$ cat src/rtl/hamming_pkg.sv
// rtl/hamming_pkg.sv - shared widths, channel and output-stage types for hamming_stream_ctrl
package hamming_pkg;

  localparam int DATA_W = 4;
  localparam int CODE_W = 7;
  localparam int SYN_W  = 3;

  typedef enum logic {
    CH_ENC = 1'b0,
    CH_DEC = 1'b1
  } ch_t;

  typedef enum logic {
    OUT_EMPTY = 1'b0,
    OUT_FULL  = 1'b1
  } out_state_t;

endpackage

$ cat src/rtl/hamming_rr_arb2.sv
// rtl/hamming_rr_arb2.sv - two-requester round-robin arbiter; req[0]=encode, req[1]=decode
module hamming_rr_arb2
  import hamming_pkg::*;
(
  input  logic       clk,
  input  logic       rst_n,
  input  logic [1:0] req,
  input  logic       advance,
  output logic [1:0] grant,
  output ch_t        last_grant
);

  // On a tie the channel that was not served last wins.
  always_comb begin
    grant = req;
    if (req == 2'b11) begin
      grant = (last_grant == CH_DEC) ? 2'b01 : 2'b10;
    end
  end

  always_ff @(posedge clk) begin
    if (!rst_n) begin
      last_grant <= CH_DEC;
    end else if (advance && (grant != 2'b00)) begin
      last_grant <= grant[1] ? CH_DEC : CH_ENC;
    end
  end

endmodule

$ cat src/rtl/hamming_stream_ctrl.sv
// rtl/hamming_stream_ctrl.sv - shared Hamming(7,4) encode/decode scheduler; HAMMING_ERR_CNT_EN adds err_clr/err_count
module hamming_stream_ctrl
  import hamming_pkg::*;
#(
  parameter int CNT_W = 8
) (
  input  logic              clk,
  input  logic              rst_n,
  input  logic              enc_valid,
  output logic              enc_ready,
  input  logic [DATA_W-1:0] enc_data,
  input  logic              dec_valid,
  output logic              dec_ready,
  input  logic [CODE_W-1:0] dec_code,
`ifdef HAMMING_ERR_CNT_EN
  input  logic              err_clr,
  output logic [CNT_W-1:0]  err_count,
`endif
  output logic              out_valid,
  input  logic              out_ready,
  output logic              out_is_dec,
  output logic [CODE_W-1:0] out_word,
  output logic              out_err
);

  out_state_t        state;
  out_state_t        state_nxt;
  logic              can_accept;
  logic [1:0]        grant;
  ch_t               last_grant;
  logic              xfer;
  logic [CODE_W-1:0] enc_code;
  logic [SYN_W-1:0]  syn;
  logic [CODE_W-1:0] fixed_code;
  logic [DATA_W-1:0] dec_data;
  logic [CODE_W-1:0] res_word;
  logic              res_err;

  // Encoder: c = {d3, d2, d1, p4, d0, p2, p1}
  always_comb begin
    enc_code = {enc_data[3], enc_data[2], enc_data[1],
                enc_data[1] ^ enc_data[2] ^ enc_data[3],
                enc_data[0],
                enc_data[0] ^ enc_data[2] ^ enc_data[3],
                enc_data[0] ^ enc_data[1] ^ enc_data[3]};
  end

  // Decoder: the syndrome names the 1-based position of a single flipped bit.
  always_comb begin
    syn = {dec_code[3] ^ dec_code[4] ^ dec_code[5] ^ dec_code[6],
           dec_code[1] ^ dec_code[2] ^ dec_code[5] ^ dec_code[6],
           dec_code[0] ^ dec_code[2] ^ dec_code[4] ^ dec_code[6]};
    fixed_code = dec_code;
    for (int i = 0; i < CODE_W; i++) begin
      if (syn == SYN_W'(i + 1)) begin
        fixed_code[i] = ~dec_code[i];
      end
    end
    dec_data = {fixed_code[6], fixed_code[5], fixed_code[4], fixed_code[2]};
  end

  hamming_rr_arb2 u_arb (
    .clk        (clk),
    .rst_n      (rst_n),
    .req        ({dec_valid, enc_valid}),
    .advance    (xfer),
    .grant      (grant),
    .last_grant (last_grant)
  );

  assign can_accept = (state == OUT_EMPTY) || out_ready;
  assign enc_ready  = rst_n && can_accept && grant[0];
  assign dec_ready  = rst_n && can_accept && grant[1];
  assign xfer       = (enc_valid && enc_ready) || (dec_valid && dec_ready);

  assign res_word = grant[1] ? {3'b000, dec_data} : enc_code;
  assign res_err  = grant[1] && (syn != '0);

  always_ff @(posedge clk) begin
    if (!rst_n) begin
      state <= OUT_EMPTY;
    end else begin
      state <= state_nxt;
    end
  end

  always_comb begin
    state_nxt = state;
    case (state)
      OUT_EMPTY: if (xfer) state_nxt = OUT_FULL;
      OUT_FULL:  if (out_ready && !xfer) state_nxt = OUT_EMPTY;
      default:   state_nxt = OUT_EMPTY;
    endcase
  end

  assign out_valid = (state == OUT_FULL);

  always_ff @(posedge clk) begin
    if (!rst_n) begin
      out_word   <= '0;
      out_is_dec <= 1'b0;
      out_err    <= 1'b0;
    end else if (xfer) begin
      out_word   <= res_word;
      out_is_dec <= grant[1];
      out_err    <= res_err;
    end
  end

`ifdef HAMMING_ERR_CNT_EN
  always_ff @(posedge clk) begin
    if (!rst_n) begin
      err_count <= '0;
    end else if (err_clr) begin
      err_count <= '0;
    end else if (xfer && res_err && (err_count != {CNT_W{1'b1}})) begin
      err_count <= err_count + 1'b1;
    end
  end
`endif

endmodule

$ cat config.mk
export PLATFORM = sky130hd
export DESIGN_NAME = hamming_stream_ctrl
export DESIGN_NICKNAME = d
export VERILOG_FILES = /design/src/rtl/hamming_pkg.sv /design/src/rtl/hamming_rr_arb2.sv /design/src/rtl/hamming_stream_ctrl.sv
export SDC_FILE = /design/constraint.sdc
export NUM_CORES = 1
export LEC_CHECK = 0
export BUFFER_PORTS_ARGS = -buffer_cell sky130_fd_sc_hd__buf_2
export CAP_MARGIN = 20
export CORE_AREA = 2 2 52 54
export CTS_BUF_LIST = sky130_fd_sc_hd__clkbuf_2
export CTS_CLUSTER_SIZE = 8
export DETAILED_ROUTE_END_ITERATION = 6
export DIE_AREA = 0 0 54 56
export PLACE_DENSITY = 0.86
export SYNTH_ARGS = -nofsm -noshare
export SYNTH_HDL_FRONTEND = slang
export SYNTH_HIERARCHICAL = 1
export SYNTH_SLANG_ARGS = --single-unit
$ cat constraint.sdc
create_clock -name clk -period 2.3 [get_ports clk]
set_input_delay 0.345 -clock clk [delete_from_list [all_inputs] [get_ports clk]]
set_output_delay 0.345 -clock clk [all_outputs]
set_load 0.05 [all_outputs]
==> flow_summary.json, run 1 <==
{
  "io_buffers": 27,
  "fillers": 213,
  "drtAntennaViolNets": 0,
  "critPathMaxStageDelay_ns": 0.38,
  "insertion_delay_ns": 0.27,
  "max_cap_violations": 0,
  "path_clk_slew_ns": 0.12,
  "cp_data_arrival_time_ns": 2.04,
  "drt_wl_total_um": 3230,
  "vias_per_cell": 6.35,
  "synth_top_family_by_area": "compound AO/OA/AOI/OAI gates",
  "crit_family": "compound AO/OA/AOI/OAI gates",
  "drc": 1,
  "synthSimpleGateAreaFrac": 0.266,
  "ys_seq_area_frac": 0.166,
  "syn_inst": 171,
  "period_needed_ns": 1.87,
  "startpoint_type": "register",
  "finalPower_mw": 0.585,
  "ir_drop_v": 0.000373,
  "relSlewSlack": 0.659,
  "cellPowerDensity_nw_per_um2": 406,
  "drv_slew": 0,
  "clock_sinks": 11,
  "synth_compound_area_frac": 0.330,
  "synth_mux_area_frac": 0.0452,
  "ys.flop_type": "dfxtp_1",
  "cts-root-buf": "clkbuf_2",
  "synth_edf_count": 0,
  "drt_iter0_drc": 42,
  "grt_pass1_wl_um": 5460,
  "coreArea_um2": 2430,
  "status": "finished with violations",
  "dpl.hpwl_um": 2410,
  "synth_nets": 187,
  "finalCritPeriodShare": 0.813,
  "grt_antenna_before_repair": 0,
  "numCtsBuffers": 3,
  "timing.critical_path.buf_inv": 2,
  "post_cts_buffers": 0,
  "cp_max_fo": 9,
  "leakagePower_nw": 0.599,
  "hold_class": "primary input to register",
  "holdWs_ns": 0.316,
  "utilization": 0.593,
  "cp_slowest_cell": "dfxtp_1",
  "grtUsageTotal": 0.232,
  "cts_resized": 0,
  "violations": "design-rule violations",
  "synth_xor_area_frac": 0.104,
  "dieWidth_um": 54,
  "start_util": 0.547,
  "ys_types": 58,
  "cp_num_cells": 7,
  "area_growth_pct": 8.47,
  "cts_max_level": 1,
  "holdPathStages": 2,
  "syn_area_per_cell_um2": 7.78,
  "finClkSkew_ns": 0.0125,
  "gp_congestion": 0.876,
  "r2r_setup_slack_ns": 0.43,
  "hold_buffers": 0,
  "final_cell_mix": "27 x buf_2, 11 x a21oi_1, 11 x dfxtp_1",
  "timing_worst_setup_path_type": "register to register",
  "fmax_ghz": 0.535,
  "grt_pass1_vias": 1279,
  "clk_path_buf_depth": 2,
  "cp-end-kind": "register",
  "rsz0062_at_grt": "false",
  "cts_tree": "yes",
  "finalSetupTns_ns": 0,
  "wl_per_cell_um": 14.8,
  "synth_fa_ha_area_frac": 0,
  "synthArstFlopShare": 0,
  "grt_max_degree": 26,
  "io_pins": 28,
  "synth_seq_cells": 11,
  "required_ns": 2.47,
  "num_vias": 1385,
  "final_common_cell": "buf_2",
  "drt-pass1-iter-count": 7,
  "hold_violations": 0,
  "grt_overflow_total": 0,
  "diodes": 0,
  "finalSetupViolCount": 0,
  "die_h_um": 56,
  "worst_pin_slew_ns": 0.512,
  "rows": 18,
  "drive_gt1_frac": 0.223,
  "final_nets": 205,
  "synth_area_um2": 1330,
  "rr_worst_depth": 7,
  "cp_cell_sequence": "inv_1 -> a21boi_0 -> and4_1 -> nor2_4 -> inv_2 -> o311ai_1 -> o311a_1",
  "dieArea_um2": 3020,
  "yosysWarnings": 6
}
[path summary, 6_finish.rpt]
kind,start,endpoint
worst max-delay path,u_arb/last_grant$_SDFFE_PN1P_,out_word[0]$_SDFFE_PN0P_
worst min register to register,out_is_dec$_SDFFE_PN0P_,out_is_dec$_SDFFE_PN0P_
worst min-delay path,rst_n,u_arb/last_grant$_SDFFE_PN1P_
worst max register to register,u_arb/last_grant$_SDFFE_PN1P_,out_word[0]$_SDFFE_PN0P_
[synthesized netlist by cell type, drive strengths merged, types with 4 or more instances]
cell type,n,area (µm²)
a21oi,11,55.1
clkbuf,4,15.0
xor2,6,78.8
dfxtp,11,220
xnor2,6,60.1
nand2,7,26.3
a211oi,6,45.0
buf,11,72.6
o21ai,7,38.8
mux2i,6,60.1
nand2b,6,37.5
nor3b,5,37.5
nor2,8,37.5
o311ai,4,35.0
inv,7,26.3
and3,7,43.8
nor2b,4,25.0
o211ai,4,30.0
nor3,4,20.0
[layout make-up]
class,instances,area [µm²],share of cell area
clock buffer,4,20.0,0.0139
inverter,8,30.0,0.0208
multi-input combinational,137,992,0.688
sequential,11,220,0.153
tap,30,37.5,0.0260
timing repair buffer,28,143,0.0989
[cells by family (layout without fill, tap and decap cells)]
logic type      Yosys count  count (layout)
compound gates           60              60
flops                    11              11
mux                       6               6
buf+inv                  23              40
simple gates             59              59
xor+xnor                 12              12
[sequential cells by signal (all words and copies together) (netlist names)]
signal / flops
out_valid: 1
out_is_dec: 1
out_word: 7
out_err: 1
u_arb/last_grant: 1
[metrics by stage]
stage,instances,worst slack (ns),instance area (µm²)
after floorplan,171,0.442,1330
after global placement,214,0.412,1420
after detailed placement,214,0.358,1420
after CTS,218,0.450,1440
after global routing,218,0.271,1440
final,218,0.430,1440
[per-layer routing]
layer	GRT usage	part of all wire	up-vias	routed length, µm
met3	0.0672	0.072	6	234
met5	0	0	-	0
met4	0.0607	0.016	0	51
li1	-	-	683	-
met2	0.362	0.48	60	1560
met1	0.305	0.43	636	1390
[where the power goes]
part           internal (mW)  switching [mW]
Clock                 0.0461          0.0696
Sequential             0.201         0.00565
Combinational         0.0935           0.170
Total                  0.340           0.245
(Power assumes the default switching activity.)
==> run 2: changes to the inputs <==
==> constraint.sdc (replaced) <==
create_clock -name clk -period 1.9 [get_ports clk]
set_input_delay 0.285 -clock clk [delete_from_list [all_inputs] [get_ports clk]]
set_output_delay 0.285 -clock clk [all_outputs]
set_load 0.05 [all_outputs]
==> run 2 against run 1 <==
The run now ends clean. Critical path depth down 2. Sequential share of layout area is 0.36 points lower. Via count rose by 4.1%. Register-to-register slack worse by 0.30 ns. First-iteration DRC count rose by 48%. Final area increased by 2.4%. Die area stayed put. Non-clock buffer count rose by 4. Hold slack worse by 0.059 ns. Sequential cell count unchanged. Count of clock-buffer cells in the layout did not move. Routed wire length is 13% higher. Largest power group unchanged. Highest routed layer unchanged.
==> flow_summary.json, run 2 (synthesized netlist as in run 1, its figures left out) <==
{
  "vias_per_cell": 6.50,
  "cts_max_level": 1,
  "grt_antenna_before_repair": 0,
  "die_h_um": 56,
  "worst_pin_slew_ns": 0.411,
  "path_clk_slew_ns": 0.12,
  "grt_overflow_total": 0,
  "wl_per_cell_um": 16.4,
  "power.internal_mw": 0.419,
  "timing.critical_path.buf_inv": 3,
  "rows": 18,
  "met3_usage": 0.0672,
  "startpoint_type": "register",
  "clock_sinks": 11,
  "io_buffers": 27,
  "combinationalPowerShare": 0.460,
  "finalSetupTns_ns": 0,
  "rsz0062_at_grt": "true",
  "finalPower_mw": 0.728,
  "coreArea_um2": 2430,
  "drt-pass1-iter-count": 4,
  "grt.busiest_layer": "met2",
  "required_ns": 1.62,
  "diodes": 0,
  "numCtsBuffers": 3,
  "final_common_cell": "buf_2",
  "grt_pass1_wl_um": 5950,
  "gp_congestion": 0.848,
  "drt_wl_total_um": 3650,
  "ir_drop_v": 0.000492,
  "cp_cell_sequence": "inv_1 -> a21boi_0 -> buf_4 -> and3_1 -> buf_2",
  "drv_slew": 0,
  "max_cap_violations": 0,
  "holdWs_ns": 0.256,
  "cp_slowest_cell": "dfxtp_1",
  "drc": 0,
  "crit_family": "buffers and inverters",
  "cts_tree": "yes",
  "grtUsageMet1": 0.328,
  "fmax_ghz": 0.563,
  "period_needed_ns": 1.78,
  "timing_worst_setup_path_type": "register to output pin",
  "finalSetupViolCount": 0,
  "grt_use_met2": 0.411,
  "start_util": 0.547,
  "io_pins": 28,
  "cellPowerDensity_nw_per_um2": 493,
  "finalCritPeriodShare": 0.935,
  "cts-root-buf": "clkbuf_2",
  "grt_pass1_vias": 1306,
  "finClkSkew_ns": 0.00599,
  "clk_path_buf_depth": 2,
  "dieArea_um2": 3020,
  "leakagePower_nw": 0.619,
  "cp_max_fo": 4,
  "final_cell_mix": "26 x buf_2, 11 x a21oi_1, 11 x dfxtp_1",
  "num_vias": 1442,
  "cp-end-kind": "output pin",
  "p_seq_frac": 0.343,
  "dieWidth_um": 54,
  "area_growth_pct": 11.1,
  "p_sw_mw": 0.310,
  "grt_max_degree": 24,
  "drtAntennaViolNets": 0,
  "hold_violations": 0,
  "grtUsageTotal": 0.259,
  "p_clk_frac": 0.197,
  "cp_data_arrival_time_ns": 1.49,
  "regMostFlops": "out_word",
  "dpl_cell_area_um2": 1450,
  "finalInstanceArea_um2": 1480,
  "largest_reg_flops": 7,
  "drt_iter0_drc": 62,
  "switching_share": 0.425,
  "final_nets": 209,
  "dpl.hpwl_um": 2670,
  "hold_class": "primary input to register",
  "drive_gt1_frac": 0.245,
  "critPathMaxStageDelay_ns": 0.39,
  "status": "finished clean",
  "insertion_delay_ns": 0.27,
  "relSlewSlack": 0.726,
  "fillers": 222
}
## run 2: cell types whose count changed in the layout (fill, tap and decap cells not counted), sizes merged
cell,delta
buf,+3
clkbuf,+1
## run 2: through the flow
| stage | utilization | setup WS [ns] | instances |
|---|---|---|---|
| 3_3_place_gp | 0.597 | 0.0882 | 218 |
| 4_1_cts | 0.605 | 0.0941 | 222 |
| 2_1_floorplan | - | 0.0648 | 171 |
| 5_1_grt | 0.608 | -0.0117 | 222 |
| 6_report | 0.608 | 0.123 | 222 |
| 3_5_place_dp | 0.597 | 0.0493 | 218 |
## run 2: power by group through the flow
stage                     Sequential, mW  Combinational [mW]  Clock (mW)
after global placement             0.254               0.313           0
after global routing               0.252               0.361       0.162
after detailed placement           0.255               0.327           0
final                              0.250               0.335       0.143
after floorplan                    0.292               0.212           0
after CTS                          0.250               0.328       0.143
## run 2: final timing paths
| kind | start | end | slack (ns) | depth (start not counted) |
|---|---|---|---|---|
| worst max-delay path | u_arb/last_grant$_SDFFE_PN1P_ | enc_ready | 0.12 | 5 |
| worst min-delay path | rst_n | u_arb/last_grant$_SDFFE_PN1P_ | 0.26 | 2 |
| worst max register to register | u_arb/last_grant$_SDFFE_PN1P_ | out_word[0]$_SDFFE_PN0P_ | 0.13 | 7 |
| worst min register to register | out_is_dec$_SDFFE_PN0P_ | out_is_dec$_SDFFE_PN0P_ | 0.47 | 2 |
## run 2: what timing repair did
item | CTS | global route
gates resized for setup | 0 | 3
buffers inserted | 0 | 0
setup endpoints to repair | 0 | 2
hold buffers | 0 | 0
hold endpoints to repair | 0 | 0
## run 2: area by class of cell
cell class                      instances  area, µm²  area share
Sequential cell                        11        220       0.149
Inverter                                8       30.0      0.0203
Clock buffer                            4       20.0      0.0135
Timing Repair Buffer                   32        175       0.119
Multi-Input combinational cell        137        995       0.673
Tap cell                               30       37.5      0.0254
## run 2: worst reg2reg max path, cell delays in order, from the launching register on
cell and delay [ns]:
dfxtp_1 0.39, inv_1 0.05, a21boi_0 0.21, and4_4 0.30
nor2_4 0.08, inv_2 0.16, o311ai_1 0.12, o311a_1 0.35
## run 2: per-layer routing
metal | up-vias | wire length [µm]
met4 | 0 | 55
li1 | 689 | -
met5 | - | 0
met2 | 65 | 1840
met3 | 12 | 224
met1 | 676 | 1530
